$ cat src/rtl/skinny_mask_pkg.sv
`default_nettype none
// +--------------------------------------------------------------------------+
// | skinny_mask_pkg : shared constants and FSM encoding for the sequencer    |
// | Rev 1.0                                                                  |
// +--------------------------------------------------------------------------+
package skinny_mask_pkg;

  localparam int NIBBLES = 16;
  localparam int RND_W   = 24;
  localparam int STATE_W = 4 * NIBBLES;
  localparam int IDX_W   = $clog2(NIBBLES);
  localparam int CNT_W   = $clog2(NIBBLES + 1);

  localparam logic [CNT_W-1:0] NIB_CNT = CNT_W'(NIBBLES);

  localparam int R_LSB    = 0;
  localparam int RC0_LSB  = 12;
  localparam int RC1_LSB  = 16;
  localparam int KLMN_LSB = 20;

  typedef enum logic [1:0] {
    ST_IDLE  = 2'd0,
    ST_RUN   = 2'd1,
    ST_DRAIN = 2'd2,
    ST_DONE  = 2'd3
  } seq_state_e;

endpackage
`default_nettype wire

$ cat src/rtl/share_valid_pipe.sv
`default_nettype none
// +--------------------------------------------------------------------------+
// | share_valid_pipe : LAT-deep {valid, index} shift register that mirrors   |
// | the S-box stage latency so captures land on the issued nibble. Rev 1.0   |
// +--------------------------------------------------------------------------+
module share_valid_pipe #(
  parameter int LAT   = 1,
  parameter int IDX_W = 4
) (
  input  logic             clk,
  input  logic             rst,
  input  logic             push_valid_i,
  input  logic [IDX_W-1:0] push_idx_i,
  output logic             head_valid_o,
  output logic [IDX_W-1:0] head_idx_o
);

  logic [LAT-1:0]   valid_q;
  logic [IDX_W-1:0] idx_q [LAT];

  always_ff @(posedge clk) begin
    if (rst) begin
      valid_q <= '0;
      for (int i = 0; i < LAT; i++) idx_q[i] <= '0;
    end else begin
      valid_q[0] <= push_valid_i;
      idx_q[0]   <= push_idx_i;
      for (int i = 1; i < LAT; i++) begin
        valid_q[i] <= valid_q[i-1];
        idx_q[i]   <= idx_q[i-1];
      end
    end
  end

  assign head_valid_o = valid_q[LAT-1];
  assign head_idx_o   = idx_q[LAT-1];

endmodule
`default_nettype wire

$ cat src/rtl/masked_nibble_sequencer.sv
`default_nettype none
// +--------------------------------------------------------------------------+
// | masked_nibble_sequencer : streams a 3-share 64-bit state nibble by       |
// | nibble through a masked S-box stage and writes results back. Rev 1.0    |
// +--------------------------------------------------------------------------+
module masked_nibble_sequencer
  import skinny_mask_pkg::*;
#(
  parameter int LAT = 1
) (
  input  logic               clk,
  input  logic               rst,
  input  logic               start,
  input  logic [STATE_W-1:0] state_in1,
  input  logic [STATE_W-1:0] state_in2,
  input  logic [STATE_W-1:0] state_in3,
  input  logic [RND_W-1:0]   rnd,
  input  logic               rnd_valid,
  output logic               rnd_ready,
  output logic [3:0]         sb_in1,
  output logic [3:0]         sb_in2,
  output logic [3:0]         sb_in3,
  output logic [11:0]        sb_r,
  output logic [3:0]         sb_rc0,
  output logic [3:0]         sb_rc1,
  output logic [3:0]         sb_klmn,
  input  logic [3:0]         sb_out1,
  input  logic [3:0]         sb_out2,
  input  logic [3:0]         sb_out3,
  output logic [STATE_W-1:0] state_out1,
  output logic [STATE_W-1:0] state_out2,
  output logic [STATE_W-1:0] state_out3,
  output logic               busy,
  output logic               done
);

  seq_state_e         state_q;
  logic [CNT_W-1:0]   issue_cnt_q, issue_cnt_d;
  logic [CNT_W-1:0]   cap_cnt_q, cap_cnt_d;
  logic [STATE_W-1:0] buf_q [3];
  logic [STATE_W-1:0] buf_d [3];
  logic [STATE_W-1:0] out_q [3];
  logic               busy_q, done_q;

  logic [STATE_W-1:0] state_in_w [3];
  logic [3:0]         sb_out_w [3];
  logic [3:0]         sb_in_w [3];
  logic               accept, issue_fire, cap_valid;
  logic [IDX_W-1:0]   issue_idx, cap_idx;

  assign state_in_w[0] = state_in1;
  assign state_in_w[1] = state_in2;
  assign state_in_w[2] = state_in3;
  assign sb_out_w[0]   = sb_out1;
  assign sb_out_w[1]   = sb_out2;
  assign sb_out_w[2]   = sb_out3;

  assign accept     = (state_q == ST_IDLE) && start;
  // Gated by rst so nothing is presented to the stage while a reset is pending
  assign rnd_ready  = !rst && (state_q == ST_RUN) && (issue_cnt_q < NIB_CNT);
  assign issue_fire = rnd_valid && rnd_ready;
  assign issue_idx  = issue_cnt_q[IDX_W-1:0];

  share_valid_pipe #(
    .LAT   (LAT),
    .IDX_W (IDX_W)
  ) u_pipe (
    .clk          (clk),
    .rst          (rst),
    .push_valid_i (issue_fire),
    .push_idx_i   (issue_idx),
    .head_valid_o (cap_valid),
    .head_idx_o   (cap_idx)
  );

  // Stage inputs are forced to zero whenever no word is consumed this cycle
  always_comb begin
    for (int s = 0; s < 3; s++) begin
      sb_in_w[s] = issue_fire ? buf_q[s][{issue_idx, 2'b00} +: 4] : 4'h0;
    end
    sb_r    = issue_fire ? rnd[R_LSB    +: 12] : 12'h0;
    sb_rc0  = issue_fire ? rnd[RC0_LSB  +: 4]  : 4'h0;
    sb_rc1  = issue_fire ? rnd[RC1_LSB  +: 4]  : 4'h0;
    sb_klmn = issue_fire ? rnd[KLMN_LSB +: 4]  : 4'h0;
  end

  assign sb_in1 = sb_in_w[0];
  assign sb_in2 = sb_in_w[1];
  assign sb_in3 = sb_in_w[2];

  always_comb begin
    for (int s = 0; s < 3; s++) begin
      buf_d[s] = buf_q[s];
      if (accept) begin
        buf_d[s] = state_in_w[s];
      end else if (cap_valid) begin
        buf_d[s][{cap_idx, 2'b00} +: 4] = sb_out_w[s];
      end
    end
    issue_cnt_d = accept ? '0 : issue_cnt_q + CNT_W'(issue_fire);
    cap_cnt_d   = accept ? '0 : cap_cnt_q + CNT_W'(cap_valid);
  end

  // Transitions look at next-state counts so done lands right after the last capture
  always_ff @(posedge clk) begin
    if (rst) begin
      state_q     <= ST_IDLE;
      busy_q      <= 1'b0;
      done_q      <= 1'b0;
      issue_cnt_q <= '0;
      cap_cnt_q   <= '0;
      for (int s = 0; s < 3; s++) begin
        buf_q[s] <= '0;
        out_q[s] <= '0;
      end
    end else begin
      issue_cnt_q <= issue_cnt_d;
      cap_cnt_q   <= cap_cnt_d;
      for (int s = 0; s < 3; s++) buf_q[s] <= buf_d[s];
      done_q <= 1'b0;
      case (state_q)
        ST_IDLE: begin
          if (start) begin
            state_q <= ST_RUN;
            busy_q  <= 1'b1;
          end
        end
        ST_RUN: begin
          if (issue_cnt_d == NIB_CNT) state_q <= ST_DRAIN;
        end
        ST_DRAIN: begin
          if (cap_cnt_d == NIB_CNT) begin
            state_q <= ST_DONE;
            busy_q  <= 1'b0;
            done_q  <= 1'b1;
            for (int s = 0; s < 3; s++) out_q[s] <= buf_d[s];
          end
        end
        ST_DONE: state_q <= ST_IDLE;
        default: state_q <= ST_IDLE;
      endcase
    end
  end

  assign state_out1 = out_q[0];
  assign state_out2 = out_q[1];
  assign state_out3 = out_q[2];
  assign busy       = busy_q;
  assign done       = done_q;

endmodule
`default_nettype wire
$ cat config.mk
export PLATFORM = sky130hd
export DESIGN_NAME = masked_nibble_sequencer
export DESIGN_NICKNAME = d
export VERILOG_FILES = /design/src/rtl/skinny_mask_pkg.sv /design/src/rtl/share_valid_pipe.sv /design/src/rtl/masked_nibble_sequencer.sv
export SDC_FILE = /design/constraint.sdc
export NUM_CORES = 1
export LEC_CHECK = 0
export CORE_MARGIN = 4
export CORE_UTILIZATION = 45
export DETAILED_ROUTE_END_ITERATION = 6
export HOLD_SLACK_MARGIN = 0.05
export PLACE_DENSITY = 0.84
export SETUP_SLACK_MARGIN = 0.1
export SYNTH_ARGS = -nofsm -noshare
export SYNTH_HDL_FRONTEND = slang
export SYNTH_SLANG_ARGS = --single-unit
$ cat constraint.sdc
create_clock -name clk -period 10.7 [get_ports clk]
set_input_delay 2.14 -clock clk [delete_from_list [all_inputs] [get_ports clk]]
set_output_delay 2.14 -clock clk [all_outputs]
set_load 0.005 [all_outputs]
== Word-level counts from Yosys, hierarchy flattened ==
Memory sizes are Yosys's and may differ from the RTL's.
Index checks and enable logic that the tools add are counted.

* Reductions and logical operators: 10
* Bitwise gates (word level): 6
* Muxes and demuxes: 40
* Shift-type cells: 7
* Equal/unequal tests: 8
* Magnitude comparators: 1
* Add/subtract/negate cells: 3

{| class="wikitable"
|+ Operator list
! cell !! count
|-
| 64-bit 2-to-1 mux || 12
|-
| 64-bit bitwise mux || 3
|-
| 4-bit by 8-bit variable part select with 64-bit output || 3
|-
| 64-bit by 7-bit variable part select with 4-bit output || 3
|-
| 4-bit by 8-bit variable shift with 64-bit output (first input constant) || 1
|-
| 4-bit 2-to-1 mux || 7
|-
| 12-bit 2-to-1 mux || 1
|-
| 5-bit by 1-bit adder with 5-bit output || 2
|-
| 5-bit equality test (second input constant) || 2
|-
| 1-bit 2-to-1 mux || 10
|-
| 5-bit 2-to-1 mux || 2
|-
| 6-bit negation with 8-bit output || 1
|-
| 2-bit one-hot mux with 4 select lines || 1
|-
| 2-bit 2-to-1 mux || 3
|-
| 1-bit OR || 6
|-
| 3-bit AND reduction || 2
|-
| 5-bit less-than comparator (second input constant) || 1
|-
| 2-bit equality test (second input constant) || 2
|-
| 1-bit logical AND || 4
|-
| 2-bit != test (second input constant) || 2
|-
| 4-bit OR reduction || 1
|-
| 2-bit by 1-bit equality test with 1-bit output (second input constant) || 1
|-
| 2-bit logical NOT || 1
|-
| 2-bit by 1-bit != test with 1-bit output (second input constant) || 1
|-
| other kinds (3) || 3
|}

* Flip-flop bits (word level): 15
* Output and inout bits: 231
* Memories kept: 3
* Memory bits (writable): 388
* Logic and storage cells: 84
* Input bits: 232

{| class="wikitable"
|+ Memories
! memory !! words !! width !! read ports !! clocked after memory_dff !! write ports !! line !! text
|-
| buf_q || 3 || 64 || 3 || 0 || 3 || masked_nibble_sequencer.sv:40 || <nowiki>logic [STATE_W-1:0] buf_q [3];</nowiki>
|-
| out_q || 3 || 64 || 3 || 0 || 3 || masked_nibble_sequencer.sv:42 || <nowiki>logic [STATE_W-1:0] out_q [3];</nowiki>
|-
| u_pipe.idx_q || 1 || 4 || 1 || 0 || 1 || share_valid_pipe.sv:19 || <nowiki>logic [IDX_W-1:0] idx_q [LAT];</nowiki>
|}

== Depth between registers and ports, before layout ==
* Word-level depth: 9
* Mapped depth: 12
* Mapped depth without buffers: 11

== By module ==
Synthesis repeated with hierarchy kept, for this count alone.

* Cell total of the unflattened synthesis: 1,637
* Area, all modules: 18,950.7 µm²

{| class="wikitable"
|+ Modules (own cells, without submodules)
! module !! cells each !! instances !! area an instance (µm²) !! sequential area each (µm²)
|-
| masked_nibble_sequencer || 1,627 || 1 || 18,819.3 || 9,889.5
|-
| share_valid_pipe || 10 || 1 || 131.4 || 100.1
|}

== Worst setup path after synthesis ==
OpenSTA, ideal clock, no wires.

* Path kind: in2reg
* Start point: in start
* End point: mem out_q[0][0] in the netlist's numbering, enable pin
* Path buffers: 1
* Data arrival time: 7.176 ns
* Stages on the path: 5
* Required time: 10.114 ns
* Setup time: 0.586 ns
* Path slack: 2.938 ns
* Cell sequence: and2_1 buf_2 nor4b_4 nand4_1 nand2b_1

{| class="wikitable"
|+ RTL lines
! what !! line !! text
|-
| from (decl) || masked_nibble_sequencer.sv:13 || <nowiki>input logic start,</nowiki>
|-
| to (decl) || masked_nibble_sequencer.sv:42 ||
|}

== Worst setup path in the final report ==
* Start point: in rst
* End point: out sb_in2[2]

* Longest elaborated chain between the ends: 5

{| class="wikitable"
|+ Ends and longest elaborated chain
! what !! line !! text
|-
| from (decl) || masked_nibble_sequencer.sv:12 || <nowiki>input logic rst,</nowiki>
|-
| 1-bit logical NOT || masked_nibble_sequencer.sv:60 || <nowiki>assign rnd_ready = !rst && (state_q == ST_RUN) && (issue_cnt_q < NIB_CNT);</nowiki>
|-
| 1-bit logical AND (2 in a row) || masked_nibble_sequencer.sv:60 ||
|-
| 1-bit logical AND || masked_nibble_sequencer.sv:61 || <nowiki>assign issue_fire = rnd_valid && rnd_ready;</nowiki>
|-
| 4-bit 2-to-1 mux || masked_nibble_sequencer.sv:79 || <nowiki>sb_in_w[s] = issue_fire ? buf_q[s][{issue_idx, 2'b00} +: 4] : 4'h0;</nowiki>
|-
| to (decl) || masked_nibble_sequencer.sv:21 || <nowiki>output logic [3:0] sb_in2,</nowiki>
|}

No other way between the ends.

==> metrics <==
synthesized instance count 1642; clock share of power 31.7%; Clk Tree Root Cell clkbuf_16; period utilization 70.7%; layout cell share with drive strength beyond 1 10.2%; GP Congestion 0.933; clock tree buffer depth 3; TritonCTS Buffers 44; yosys warns 0; Worst-Margin Slew 1330 ps; Die ar. 45300 um^2; PortBufs 462; synthesized area 18900 um^2; Fin. Hold Viols 0; Mapped Nets 1885; pin count of the biggest net entering global routing 237; Synth Register Bits 403; Max-cap violations 0; initial drt markers 1659; gr ovfl total 0; Setup TNS Final 0 ps; drt first pass iters 5; Seq/Total Area, Yosys 52.9%; Pint 3.16 mW; FF-to-FF End state_q[0]$_SDFFE_PP0P_; RSZ-0062 raised after global routing no; Crit path arrival time 5420 ps; most instantiated cells after synthesis nor2_1, dfxtp_1, a211oi_1, edfxtp_1, mux2i_1; Max Clock Skew 14.6 ps; fin. max-slew vios 0; Post-synth top flop dfxtp_1; Leakage Power 9.16 nW; Hold WC Path Type flop to flop; Critical R2R Launch state_q[1]$_SDFFE_PP0P_; crit start category input pin; core area 41200 um^2; FILL cells 3219; CP Max Fanout 110; sw power 1.43 mW; critical path endpoint category output port; CP startpoint rst; fin util 60.7%; VDD IR-drop max 0.216 mV; width of the die 213 um; Comb power frac 24.9%; status finished, final reports clean; total wire length 69700 um; Post-CTS Resized 0; DRT antenna net count 0; first-pass GRT wire length 101000 um; Nets 2247; post-synth top area share 30.5%; CTS hold repair buffers 0; sequential power share 43.4%; FMAX 0.132 GHz; Reg clk slew, reported paths 60 ps; Post-synth EDFFs 192; Global Route Usage Sum 29.4%; Skew-Pair Late Insertion Delay 570 ps; Mapped Avg Cell Area 11.5 um^2; Switching Fraction 31.2%; Crit Path Class input pin to output port; area leader, netlist edfxtp_1; Netlist cell types 63; antenna violations before repair 5; Post-DP HPWL 48300 um; R2R depth 11; WP data required 8560 ps; Avg WL per Cell 27.1 um; # setup viols final 0; Synth area leaders edfxtp_1, dfxtp_1, mux2i_1; H-tree depth 2; Rel. slew slack 11.2%; Power Density 183 nW/um^2; Area Overhead vs Synth 32.5%; vias per cell 6.17; Critical Path End sb_in2[2]; Async SR Flop Fraction 0%; initial core utilization 45.8%; Post-CTS Setup Bufs 0; TritonCTS clock tree yes; worst reg-to-reg setup slack 6230 ps; DR vias 15873; count leader, synth nor2_1; Cell Rows 74; multi-input logic area 8170 um^2; DRC errors left 0; I/O pin count 463; clk sinks 403; die height 213 um; vias in the first global route 15918; Reg area 9990 um^2; Min Clock Period, post-route 7560 ps
==> worst min-delay path by stage <==
stage	startpoint	to	slack, ps	cells after the start
global placement	buf_q[0][46]$_SDFF_PP0_	buf_q[0][46]$_SDFF_PP0_	490	2
finish	buf_q[0][109]$_SDFF_PP0_	buf_q[0][109]$_SDFF_PP0_	510	2
CTS	buf_q[0][109]$_SDFF_PP0_	buf_q[0][109]$_SDFF_PP0_	510	2
detailed placement	buf_q[0][109]$_SDFF_PP0_	buf_q[0][109]$_SDFF_PP0_	500	2
floorplan	buf_q[0][108]$_SDFF_PP0_	buf_q[0][108]$_SDFF_PP0_	480	2
global route	buf_q[0][109]$_SDFF_PP0_	buf_q[0][109]$_SDFF_PP0_	540	2
==> layout by cell type (no fill, tap or decap), types with 5 or more instances in the layout <==
master and instances:
a211oi_1 192, a21oi_1 62, a2bb2oi_1 8, a311oi_1 17, a31oi_1 24, and2_1 39
and3_1 42, buf_4 15, clkbuf_1 13, clkbuf_16 46, clkdlybuf4s50_1 461, clkinv_1 7
clkinvlp_4 5, dfxtp_1 209, edfxtp_1 192, ha_1 11, inv_1 13, mux2_2 39
mux2i_1 154, mux4_2 60, nand2_1 39, nand3_1 11, nor2_1 249, nor2b_1 8
nor3_1 14, o21ai_0 9, o31a_1 6, o31ai_1 9, xnor2_1 5
==> sequential cells by signal, summed over array words and instances (netlist names) <==
name,count
state_q,2
done,1
u_pipe.head_valid_o,1
u_pipe.idx_q,4
issue_cnt_q,5
out_q,192
busy,1
buf_q,192
cap_cnt_q,5
==> logic make-up after synthesis <==
logic type,synth area share (%)
simple gates,10.8
buf+inv,4.11
fa+ha+maj,0.729
xor+xnor,0.371
compound gates,13.5
mux,17.6
flops,52.9
==> per-stage QoR <==
stage	setup WS, ps	hold slack, ps	area, um^2	cells	power [mW]
after floorplan	2940	477	18900	1642	2.71
after global placement	3360	491	23700	2490	3.09
after detailed placement	3150	495	23700	2490	3.12
after CTS	3110	506	25000	2570	4.57
after global routing	3040	545	25000	2572	4.76
final	3140	510	25000	2572	4.59
==> cell type report <==
type | count | share of cell area (%)
Sequential cell | 403 | 40.0
Multi-Input combinational cell | 1063 | 32.7
Timing Repair Buffer | 479 | 19.1
Clock buffer | 60 | 4.85
Tap cell | 532 | 2.66
Clock inverter | 20 | 0.555
Inverter | 13 | 0.195
Antenna cell | 2 | 0.0200
==> critical path, cell delays in order <==
cell and delay, ps:
buf_6 250, nor3b_2 1130, and2_1 1040, and2_1 270, clkdlybuf4s50_1 540
==> layer usage <==
metal	GRT usage [%]	share of wire (%)	vias to the layer above
met4	13.4	5.1	0
met1	37.7	39	7733
met3	5.88	9.0	196
met2	48.3	47	1010
met5	0	0	-
li1	-	-	6934
==> power by group through the flow <==
| stage | clock network, mW | logic (mW) | registers [mW] |
|---|---|---|---|
| floorplan | 0 | 0.767 | 1.94 |
| global placement | 0 | 1.09 | 2.01 |
| detailed placement | 0 | 1.11 | 2.01 |
| CTS | 1.46 | 1.12 | 1.99 |
| global route | 1.53 | 1.23 | 2.01 |
| finish | 1.45 | 1.14 | 1.99 |
Note: power is estimated with default switching activity, not from simulation.
